[src/rtl/computie_bus_sequencer_if.sv]
// Request/response and pad-side signals of the bus-cycle sequencer.
// The sequencer uses the slave modport; the requester and the pad block use master.
interface computie_bus_sequencer_if #(
  parameter int AD_WIDTH   = 8,
  parameter int ADDR_WIDTH = 24,
  parameter int DATA_WIDTH = 16
);
  logic                  req_valid;
  logic                  req_ready;
  logic                  req_write;
  logic [ADDR_WIDTH-1:0] req_addr;
  logic [DATA_WIDTH-1:0] req_wdata;
  logic                  resp_valid;
  logic                  resp_error;
  logic [DATA_WIDTH-1:0] resp_rdata;
  logic                  bus_output_enable;
  logic [AD_WIDTH-1:0]   bus_out_data;
  logic [AD_WIDTH-1:0]   bus_in_data;
  logic                  bus_as_n;
  logic                  bus_ds_n;
  logic                  bus_rw;
  logic                  bus_dtack_n;
  logic                  bus_berr_n;

  modport master (
    output req_valid, req_write, req_addr, req_wdata,
    output bus_in_data, bus_dtack_n, bus_berr_n,
    input  req_ready, resp_valid, resp_error, resp_rdata,
    input  bus_output_enable, bus_out_data, bus_as_n, bus_ds_n, bus_rw
  );

  modport slave (
    input  req_valid, req_write, req_addr, req_wdata,
    input  bus_in_data, bus_dtack_n, bus_berr_n,
    output req_ready, resp_valid, resp_error, resp_rdata,
    output bus_output_enable, bus_out_data, bus_as_n, bus_ds_n, bus_rw
  );
endinterface

[src/rtl/computie_bus_sequencer.sv]
// Turns single-word requests into multiplexed address/data cycles on the narrow pad bus,
// waits for synchronized DTACK/BERR or a timeout, and returns one response per request.
module computie_bus_sequencer #(
  parameter int AD_WIDTH       = 8,
  parameter int ADDR_WIDTH     = 24,
  parameter int DATA_WIDTH     = 16,
  parameter int TIMEOUT_CYCLES = 255
) (
  input  logic                    clk_16M,
  input  logic                    reset,
  computie_bus_sequencer_if.slave io
);
  localparam int AB = ADDR_WIDTH / AD_WIDTH;
  localparam int DB = DATA_WIDTH / AD_WIDTH;
  localparam logic [8:0] TMO = 9'(TIMEOUT_CYCLES);

  typedef enum logic [2:0] {S_IDLE, S_ADDR, S_WDATA, S_TURN, S_WAIT, S_RDATA, S_DONE} state_t;

  state_t                state_q;
  logic [ADDR_WIDTH-1:0] addr_q;
  logic [DATA_WIDTH-1:0] wdata_q, rd_q, rdata_q;
  logic                  write_q;
  logic [7:0]            beat_q, wait_q;
  logic                  dt_meta_q, dt_q, be_meta_q, be_q;
  logic                  ready_q, resp_valid_q, resp_error_q;
  logic                  oe_q, as_n_q, ds_n_q, rw_q;
  logic [AD_WIDTH-1:0]   out_q;

  logic [8:0]            wait_d;
  logic [DATA_WIDTH-1:0] rd_d;
  logic                  ack_ok, wait_exit, wait_err, go_done;

  assign wait_d = {1'b0, wait_q} + 9'd1;
  assign rd_d   = (rd_q << AD_WIDTH) | DATA_WIDTH'(io.bus_in_data);
  // The first WAIT cycle gives the slave one cycle of asserted strobes before an acknowledge counts.
  assign ack_ok = (wait_q != 8'd0);

  always_comb begin
    wait_exit = 1'b0;
    wait_err  = 1'b0;
    if (state_q == S_WAIT) begin
      if (ack_ok && !be_q) begin
        wait_exit = 1'b1;
        wait_err  = 1'b1;
      end else if (ack_ok && !dt_q) begin
        wait_exit = 1'b1;
      end else if (wait_d >= TMO) begin
        wait_exit = 1'b1;
        wait_err  = 1'b1;
      end
    end
  end

  assign go_done = (wait_exit && (wait_err || write_q)) ||
                   (state_q == S_RDATA && beat_q == 8'(DB - 1));

  always_ff @(posedge clk_16M or posedge reset) begin
    if (reset) begin
      state_q      <= S_IDLE;
      addr_q       <= '0;
      wdata_q      <= '0;
      rd_q         <= '0;
      rdata_q      <= '0;
      write_q      <= 1'b0;
      beat_q       <= '0;
      wait_q       <= '0;
      dt_meta_q    <= 1'b1;
      dt_q         <= 1'b1;
      be_meta_q    <= 1'b1;
      be_q         <= 1'b1;
      ready_q      <= 1'b1;
      resp_valid_q <= 1'b0;
      resp_error_q <= 1'b0;
      oe_q         <= 1'b0;
      out_q        <= '0;
      as_n_q       <= 1'b1;
      ds_n_q       <= 1'b1;
      rw_q         <= 1'b1;
    end else begin
      dt_meta_q    <= io.bus_dtack_n;
      dt_q         <= dt_meta_q;
      be_meta_q    <= io.bus_berr_n;
      be_q         <= be_meta_q;
      resp_valid_q <= 1'b0;
      unique case (state_q)
        S_IDLE: if (io.req_valid && ready_q) begin
          addr_q  <= io.req_addr << AD_WIDTH;
          out_q   <= io.req_addr[ADDR_WIDTH-1 -: AD_WIDTH];
          wdata_q <= io.req_wdata;
          write_q <= io.req_write;
          rw_q    <= !io.req_write;
          oe_q    <= 1'b1;
          as_n_q  <= 1'b0;
          ready_q <= 1'b0;
          beat_q  <= '0;
          state_q <= S_ADDR;
        end
        S_ADDR: begin
          if (beat_q == 8'(AB - 1)) begin
            beat_q <= '0;
            ds_n_q <= 1'b0;
            if (write_q) begin
              out_q   <= wdata_q[DATA_WIDTH-1 -: AD_WIDTH];
              wdata_q <= wdata_q << AD_WIDTH;
              state_q <= S_WDATA;
            end else begin
              oe_q    <= 1'b0;
              out_q   <= '0;
              state_q <= S_TURN;
            end
          end else begin
            beat_q <= beat_q + 8'd1;
            out_q  <= addr_q[ADDR_WIDTH-1 -: AD_WIDTH];
            addr_q <= addr_q << AD_WIDTH;
          end
        end
        S_WDATA: begin
          if (beat_q == 8'(DB - 1)) begin
            oe_q    <= 1'b0;
            out_q   <= '0;
            wait_q  <= '0;
            state_q <= S_WAIT;
          end else begin
            beat_q  <= beat_q + 8'd1;
            out_q   <= wdata_q[DATA_WIDTH-1 -: AD_WIDTH];
            wdata_q <= wdata_q << AD_WIDTH;
          end
        end
        S_TURN: begin
          wait_q  <= '0;
          state_q <= S_WAIT;
        end
        S_WAIT: begin
          if (!wait_exit) begin
            wait_q <= (wait_q == 8'hFF) ? wait_q : wait_d[7:0];
          end else if (!go_done) begin
            beat_q  <= '0;
            state_q <= S_RDATA;
          end
        end
        S_RDATA: begin
          rd_q   <= rd_d;
          beat_q <= beat_q + 8'd1;
          if (go_done) rdata_q <= rd_d;
        end
        S_DONE: if (dt_q && be_q) begin
          ready_q <= 1'b1;
          state_q <= S_IDLE;
        end
        default: state_q <= S_IDLE;
      endcase
      if (go_done) begin
        state_q      <= S_DONE;
        as_n_q       <= 1'b1;
        ds_n_q       <= 1'b1;
        rw_q         <= 1'b1;
        resp_valid_q <= 1'b1;
        resp_error_q <= wait_err;
      end
    end
  end

  assign io.req_ready         = ready_q;
  assign io.resp_valid        = resp_valid_q;
  assign io.resp_error        = resp_error_q;
  assign io.resp_rdata        = rdata_q;
  assign io.bus_output_enable = oe_q;
  assign io.bus_out_data      = out_q;
  assign io.bus_as_n          = as_n_q;
  assign io.bus_ds_n          = ds_n_q;
  assign io.bus_rw            = rw_q;
endmodule
[src/flat_wrapper.sv]
// flat-port wrapper written by rule: the top's interface ports become plain ports
module computie_bus_sequencer_flat 
#(
  parameter int AD_WIDTH       = 8,
  parameter int ADDR_WIDTH     = 24,
  parameter int DATA_WIDTH     = 16,
  parameter int TIMEOUT_CYCLES = 255
)
  (clk_16M, reset, io_req_valid, io_req_write, io_req_addr, io_req_wdata, io_bus_in_data, io_bus_dtack_n, io_bus_berr_n, io_req_ready, io_resp_valid, io_resp_error, io_resp_rdata, io_bus_output_enable, io_bus_out_data, io_bus_as_n, io_bus_ds_n, io_bus_rw);
  computie_bus_sequencer_if #(.AD_WIDTH(AD_WIDTH), .ADDR_WIDTH(ADDR_WIDTH), .DATA_WIDTH(DATA_WIDTH)) io_i ();
  input  logic clk_16M;
  input  logic reset;
  input wire logic [$bits(io_i.req_valid)-1:0] io_req_valid;
  input wire logic [$bits(io_i.req_write)-1:0] io_req_write;
  input wire logic [$bits(io_i.req_addr)-1:0] io_req_addr;
  input wire logic [$bits(io_i.req_wdata)-1:0] io_req_wdata;
  input wire logic [$bits(io_i.bus_in_data)-1:0] io_bus_in_data;
  input wire logic [$bits(io_i.bus_dtack_n)-1:0] io_bus_dtack_n;
  input wire logic [$bits(io_i.bus_berr_n)-1:0] io_bus_berr_n;
  output wire logic [$bits(io_i.req_ready)-1:0] io_req_ready;
  output wire logic [$bits(io_i.resp_valid)-1:0] io_resp_valid;
  output wire logic [$bits(io_i.resp_error)-1:0] io_resp_error;
  output wire logic [$bits(io_i.resp_rdata)-1:0] io_resp_rdata;
  output wire logic [$bits(io_i.bus_output_enable)-1:0] io_bus_output_enable;
  output wire logic [$bits(io_i.bus_out_data)-1:0] io_bus_out_data;
  output wire logic [$bits(io_i.bus_as_n)-1:0] io_bus_as_n;
  output wire logic [$bits(io_i.bus_ds_n)-1:0] io_bus_ds_n;
  output wire logic [$bits(io_i.bus_rw)-1:0] io_bus_rw;
  assign io_i.req_valid = io_req_valid;
  assign io_i.req_write = io_req_write;
  assign io_i.req_addr = io_req_addr;
  assign io_i.req_wdata = io_req_wdata;
  assign io_i.bus_in_data = io_bus_in_data;
  assign io_i.bus_dtack_n = io_bus_dtack_n;
  assign io_i.bus_berr_n = io_bus_berr_n;
  assign io_req_ready = io_i.req_ready;
  assign io_resp_valid = io_i.resp_valid;
  assign io_resp_error = io_i.resp_error;
  assign io_resp_rdata = io_i.resp_rdata;
  assign io_bus_output_enable = io_i.bus_output_enable;
  assign io_bus_out_data = io_i.bus_out_data;
  assign io_bus_as_n = io_i.bus_as_n;
  assign io_bus_ds_n = io_i.bus_ds_n;
  assign io_bus_rw = io_i.bus_rw;
  computie_bus_sequencer #(.AD_WIDTH(AD_WIDTH), .ADDR_WIDTH(ADDR_WIDTH), .DATA_WIDTH(DATA_WIDTH), .TIMEOUT_CYCLES(TIMEOUT_CYCLES)) u_core (.clk_16M(clk_16M), .reset(reset), .io(io_i));
endmodule
[config.mk]
export PLATFORM = sky130hd
export DESIGN_NAME = computie_bus_sequencer_flat
export DESIGN_NICKNAME = d
export VERILOG_FILES = /design/src/rtl/computie_bus_sequencer_if.sv /design/src/rtl/computie_bus_sequencer.sv /design/src/flat_wrapper.sv
export SDC_FILE = /design/constraint.sdc
export NUM_CORES = 1
export LEC_CHECK = 0
export CAP_MARGIN = 10
export CELL_PAD_IN_SITES_DETAIL_PLACEMENT = 1
export CELL_PAD_IN_SITES_GLOBAL_PLACEMENT = 1
export CORE_ASPECT_RATIO = 1.75
export CORE_MARGIN = 3
export CORE_UTILIZATION = 36
export CTS_CLUSTER_DIAMETER = 40
export DETAILED_ROUTE_END_ITERATION = 12
export PLACE_DENSITY_LB_ADDON = 0.1
export SYNTH_ARGS = -nofsm -noshare
export SYNTH_HDL_FRONTEND = slang
export SYNTH_SLANG_ARGS = --single-unit
[constraint.sdc]
create_clock -name clk_16M -period 2.5 [get_ports clk_16M]
set_input_delay 0.25 -clock clk_16M [delete_from_list [all_inputs] [get_ports clk_16M]]
set_output_delay 0.25 -clock clk_16M [all_outputs]
set_load 0.005 [all_outputs]
# Yosys cells after proc, flatten, opt, wreduce, memory -nomap -nowiden
# Index checks and enable logic that the tools add are counted.
dict set report op_classes {
  n_eq_ne 27
  n_reduce_logical 34
  add_sub_neg 2
  n_lt_le_gt_ge 1
  bitwise 1
  mux 55
}
# operator n
set op_table {}
lappend op_table {{$mux 8} 12}
lappend op_table {{$mux 16} 4}
lappend op_table {{$mux 24} 2}
lappend op_table {{$pmux 16 s3} 1}
lappend op_table {{$pmux 24 s2} 1}
lappend op_table {{$pmux 8 s3} 2}
lappend op_table {{$pmux 8 s5} 1}
lappend op_table {{$mux 1} 23}
lappend op_table {{$pmux 3 s7} 1}
lappend op_table {{$mux 3} 6}
lappend op_table {{$or 16x8->16} 1}
lappend op_table {{$ne 3x1->1 const B} 5}
lappend op_table {{$reduce_and 5->1} 3}
lappend op_table {{$ne 2x1->1 const B} 7}
lappend op_table {{$ne 2x2->1 const B} 6}
lappend op_table {{$reduce_bool 2->1} 6}
lappend op_table {{$reduce_and 2->1} 5}
lappend op_table {{$add 8x1->9 const B} 1}
lappend op_table {{$eq 3x3->1 const B} 3}
lappend op_table {{$ge 9x8->1 const B} 1}
lappend op_table {{$add 8x1->8 const B} 1}
lappend op_table {{$eq 8x1->1 const B} 1}
lappend op_table {{$eq 8x2->1 const B} 1}
lappend op_table {{$eq 8x8->1 const B} 1}
lappend op_table {{14 further kinds} 25}
dict set report word_totals {
  regBits 103
  inputBits 54
  out_inout_bits 31
  elab_cells 140
}

# Logic depth before layout (Yosys ltp)
dict set report logic_depth {
  depth_word 12
  depth_mapped 9
  mapped_depth_nobuf 8
}

# Worst setup path before layout
# OpenSTA, ideal clock, no wires.
dict set report synth_timing {
  path_kind {register to register}
  start {reg u_core.beat_q[0]}
  end {reg u_core.beat_q[7]}
  required_time_ns 2.367
  period_less_slack_ns 2.041
  slack_ns 0.459
  stages_incl_launch_ff 9
  setup_ns 0.133
  n_path_buf 0
  arrival_ns 1.908
  path_cell_list {dfrtp_1 inv_1 ha_1 or3b_2 nor4_2 o22ai_2 a21oi_4 a2bb2oi_2 o41ai_1}
}
dict set report synth_via {
  elab_chain_cells 5
  elab_cells_between_ends 11
  cone_classes {1 x add/sub; 4 x eq/ne; 3 x mux; 3 x reduce/logical}
}
# item line
set synth_lines {}
lappend synth_lines {{from (decl)} computie_bus_sequencer.sv:23} ;# logic [7:0] beat_q, wait_q;
lappend synth_lines {{from (signal assigned)} computie_bus_sequencer.sv:112} ;# beat_q <= beat_q + 8'd1;
lappend synth_lines {{from (signal assigned)} computie_bus_sequencer.sv:124} ;# beat_q <= beat_q + 8'd1;
lappend synth_lines {{from (signal assigned)} computie_bus_sequencer.sv:143} ;# beat_q <= beat_q + 8'd1;
lappend synth_lines {{parallel branches: the longest is 5 deep, another holds $add 8x1->8} n/a}
# Several ways; the timed one is not identified. The select of a mux whose other input is x is not followed.
# A chain may end at the register's enable or synchronous reset.

# Worst setup path in the final report
dict set report layout_timing {
  start {reg u_core.state_q[1]}
  end {reg u_core.out_q[2], in the netlist u_core.io.bus_out_data[2]}
}
dict set report layout_via {
  elab_chain_cells 3
  elab_cells_between_ends 7
  cone_classes {3 x eq/ne; 1 x mux; 3 x reduce/logical}
}
# item line
set layout_lines {}
lappend layout_lines {{from (decl)} computie_bus_sequencer.sv:19} ;# state_t state_q;
lappend layout_lines {{from (signal assigned)} computie_bus_sequencer.sv:59} ;# state_q <= S_IDLE;
lappend layout_lines {{from (signal assigned)} computie_bus_sequencer.sv:96} ;# state_q <= S_ADDR;
lappend layout_lines {{from (signal assigned)} computie_bus_sequencer.sv:105} ;# state_q <= S_WDATA;
lappend layout_lines {{$eq 3x1->1, or another cell as far along} computie_bus_sequencer.sv:85} ;# unique case (state_q)
lappend layout_lines {{$reduce_bool 3->1 (no line) / $ne 2x1->1 (equally long branches)} n/a}
lappend layout_lines {{$reduce_and 2->1 (no line)} n/a}
lappend layout_lines {{to (signal assigned)} computie_bus_sequencer.sv:88} ;# out_q <= io.req_addr[ADDR_WIDTH-1 -: AD_WIDTH];
lappend layout_lines {{to (signal assigned)} computie_bus_sequencer.sv:103} ;# out_q <= wdata_q[DATA_WIDTH-1 -: AD_WIDTH];
lappend layout_lines {{to (signal assigned)} computie_bus_sequencer.sv:113} ;# out_q <= addr_q[ADDR_WIDTH-1 -: AD_WIDTH];
lappend layout_lines {{to (decl)} computie_bus_sequencer.sv:27} ;# logic [AD_WIDTH-1:0] out_q;
# Several ways; a longest one is shown, not always the timed one.

==> impl_results.md <==
* RePlAce Congestion at 0.8231
* Least-Margin Pin Slew at 1.119 ns
* Post-synthesis to final-layout area growth at 32.52%
* Headroom to the max-slew limit at 25.15%
* Max Cap Viol at 0
* Clk slew on worst S/H paths at 0.07 ns
* CP Launch Type: register
* Clk pwr share at between 20% and 30%
* CP required at approximately 2.8 ns
* DP Area at ~5600 sq um
* Starting Density at a little under two fifths
* CP max stage delay at 0.53 ns
* Antenna violations before repair at 0
* CTS max path bufs at 2
* Drt via density at roughly 5.3
* GRT Total Usage at a little under a fifth
* Fin area at between 5000 and 6000 sq um
* RSZ-0062 raised after global routing: yes
* Post-synth EDFFs at 0
* Clk_lat worst skew at 0.35 ns
* Commonest non-fill, non-tap cells in the layout: dfrtp_1 (86), clkdlybuf4s50_1 (84), nand2_1 (64)
* CTS sink cnt at 95
* Htree depth at 3
* Flop pwr share at 37.5%
* Sw Ratio at about 37%
* Period utilization at roughly 96%
* # diodes at 0
* Combinational power share at between 40% and 50%
* Final HPWL DP at between 9 and 10 mm
* Run status: complete, no violations
* Flops & latches, synth at between 90 and 100
* Core area at ~12,000 sq um
* Vias in the first global route at around 4.1k
* WL/cell at about 18 um
* Synthesized area per cell at about 10 sq um
* Die width at slightly above 90 um
* Layout Skew at between 0.007 and 0.008 ns
* CTS buffer count at 9
* Die Area at between 10,000 and 15,000 sq um
* Ports at 85
* Worst path slowest cell: nor2_1
* Setup TNS at 0 ns
* Die H at approximately 150 um
* Leakage at between 2 and 3 nW
* Sequential share of the synthesized area at a little over half
* Crit-path cells: or2_0 -> or2_2 -> buf_4 -> nor2_1 -> a222oi_1 -> o21ai_0
* Nets@finish at between 600 and 700
* Setup Crit Path Kind: register to register
* Layout cells sized above 1 at 16.18%
* Root buffer cell: clkbuf_16
* Row Count at 53
* FF/Latch Area at ~2400 sq um
* # setup viols final at 0
* CTS tree: built
* Ys async rst share at 100.0%
* # fillers at between 1k and 1.5k
* Top_reg_cell synth: dfrtp_1
* Synth warnings at 0
* VDD IR max at roughly 0.42 mV
* Drt first pass iters at 5
* Hold Slack at 0.2751 ns
* CP max FO at 18
* Buffers on Ports at 84
* Final ANT Viol Nets at 0
* GR Overflow Total at 0
* Drt drc at 0
* Layout Utilization at approximately half
* Worst setup EP type: register
* Max Freq at 417.7 MHz
* Routed vias at roughly 3.8k
* Internal Power at roughly 0.0045 W
* First-pass GRT wire length at between 20 and 25 mm
* Synth cell types at 55
* Slew Limit Fails at 0
* Synthesized Nets at approximately 510
* Pwr dens at between 1000 and 1500 nW/um^2
* Critical Path AT at approximately 2.7 ns
* Commonest non-fill, non-tap cell in the layout: dfrtp_1
* # hold bufs at CTS at 0
* Starting DRT DRC Count at between 100 and 150
* Final hold violation count at 0
* Critical path buffer and inverter count at 1
* NetSw at between 0.002 and 0.003 W
* Hold crit path type: input pin to asynchronous set/reset pin
* Crit path max-delay family: simple AND/OR/NAND/NOR gates
* Routed WL at around 13 mm
* Synthesized instance count at around 450
* Multi-input logic area at approximately 2000 sq um
* Post-layout minimum cycle time at between 2 and 2.5 ns
* Largest net degree at the start of global routing at 59
* Post-Syn Area at 4506 sq um
==> cells by family after synthesis <==
group / synth area share (%)
adders and majority gates: 1.666
muxes: 9.136
DFF: 52.99
buffers and inverters: 3.249
and+or+nand+nor: 16.83
xor gates and xnor gates: 0.5833
AOI/OAI and AO/OA: 15.55
==> worst register-to-register path: stages, from the launching register on <==
cell and delay [ns]:
dfrtp_1 0.46, or2_0 0.38, or2_2 0.35, buf_4 0.20
nor2_1 0.53, a222oi_1 0.20, o21ai_0 0.19
==> synthesized netlist by cell type (5+ instances only) <==
master,number,area (sq um)
mux2_2,25,281.5
nor2_1,37,138.9
nand2_1,65,244.0
inv_1,20,75.07
a211oi_1,5,37.54
o21ai_0,32,160.2
a21oi_1,22,110.1
nor3_1,8,40.04
dfstp_2,8,210.2
dfrtp_1,87,2177
clkbuf_1,6,22.52
buf_2,6,30.03
mux2i_1,13,130.1
ha_1,6,75.07
nand3_1,29,145.1
a31oi_1,8,50.05
or2_2,5,31.28
o31ai_1,5,37.54
==> per-layer routing <==
metal	share of wire, %	track usage, %	vias up
li1	-	-	1782
met1	40	21.34	1886
met2	54	34.65	74
met3	3.5	3.475	18
met4	2.3	7.743	0
met5	0	0	-
==> through the flow <==
step           cells  worst slack [ns]  total power [W]
2_1_floorplan    449            0.4590         0.004300
3_3_place_gp     699            0.1812         0.005534
3_5_place_dp     699           0.09665         0.005642
4_1_cts          715           0.08171         0.007199
5_1_grt          715          -0.08633         0.007636
6_report         715            0.1062         0.007092
==> state kept, by name (all words and copies together) (netlist names), 3 cells and up <==
name,count
u_core.io.resp_rdata,16
u_core.state_q,3
u_core.beat_q,8
u_core.wait_q,8
u_core.addr_q,16
u_core.io.bus_out_data,8
u_core.rd_q,8
u_core.wdata_q,16
==> path summary, 6_finish.rpt <==
check	startpoint	endpoint	slack [ns]	depth (start not counted)
setup / recovery	u_core.state_q[1]$_DFFE_PP0P_	u_core.io.bus_out_data[2]$_DFFE_PP0P_	0.11	6
setup reg to reg	u_core.state_q[1]$_DFFE_PP0P_	u_core.io.bus_out_data[2]$_DFFE_PP0P_	0.11	6
hold reg to reg	u_core.dt_meta_q$_DFF_PP1_	u_core.dt_q$_DFF_PP1_	0.36	0
max in group asynchronous	reset	u_core.io.bus_ds_n$_DFFE_PP1P_	1.50	3
min in group clk_16M	io_bus_dtack_n	u_core.dt_meta_q$_DFF_PP1_	0.33	1
hold / removal	reset	u_core.rd_q[6]$_DFFE_PP0P_	0.28	2
==> layout make-up <==
type | count | area share, %
Clock buffer | 10 | 3.835
Clock inverter | 6 | 1.572
Inverter | 21 | 1.383
Multi-Input combinational cell | 317 | 33.32
Sequential cell | 95 | 40.00
Tap cell | 165 | 3.458
Timing Repair Buffer | 101 | 16.43
==> what timing repair did <==
action | in CTS | in global routing
buffers inserted | 0 | 0
resized for setup | 0 | 3
endpoints found under the setup margin | 0 | 41
==> power groups by stage <==
stage               clock network [W]  logic, W  registers, W
global route                  0.00162   0.00327       0.00275
global placement                    0   0.00286       0.00267
finish                        0.00151   0.00292       0.00266
floorplan                           0   0.00179       0.00251
CTS                           0.00156   0.00297       0.00267
detailed placement                  0   0.00295       0.00269
(Power assumes the default switching activity.)
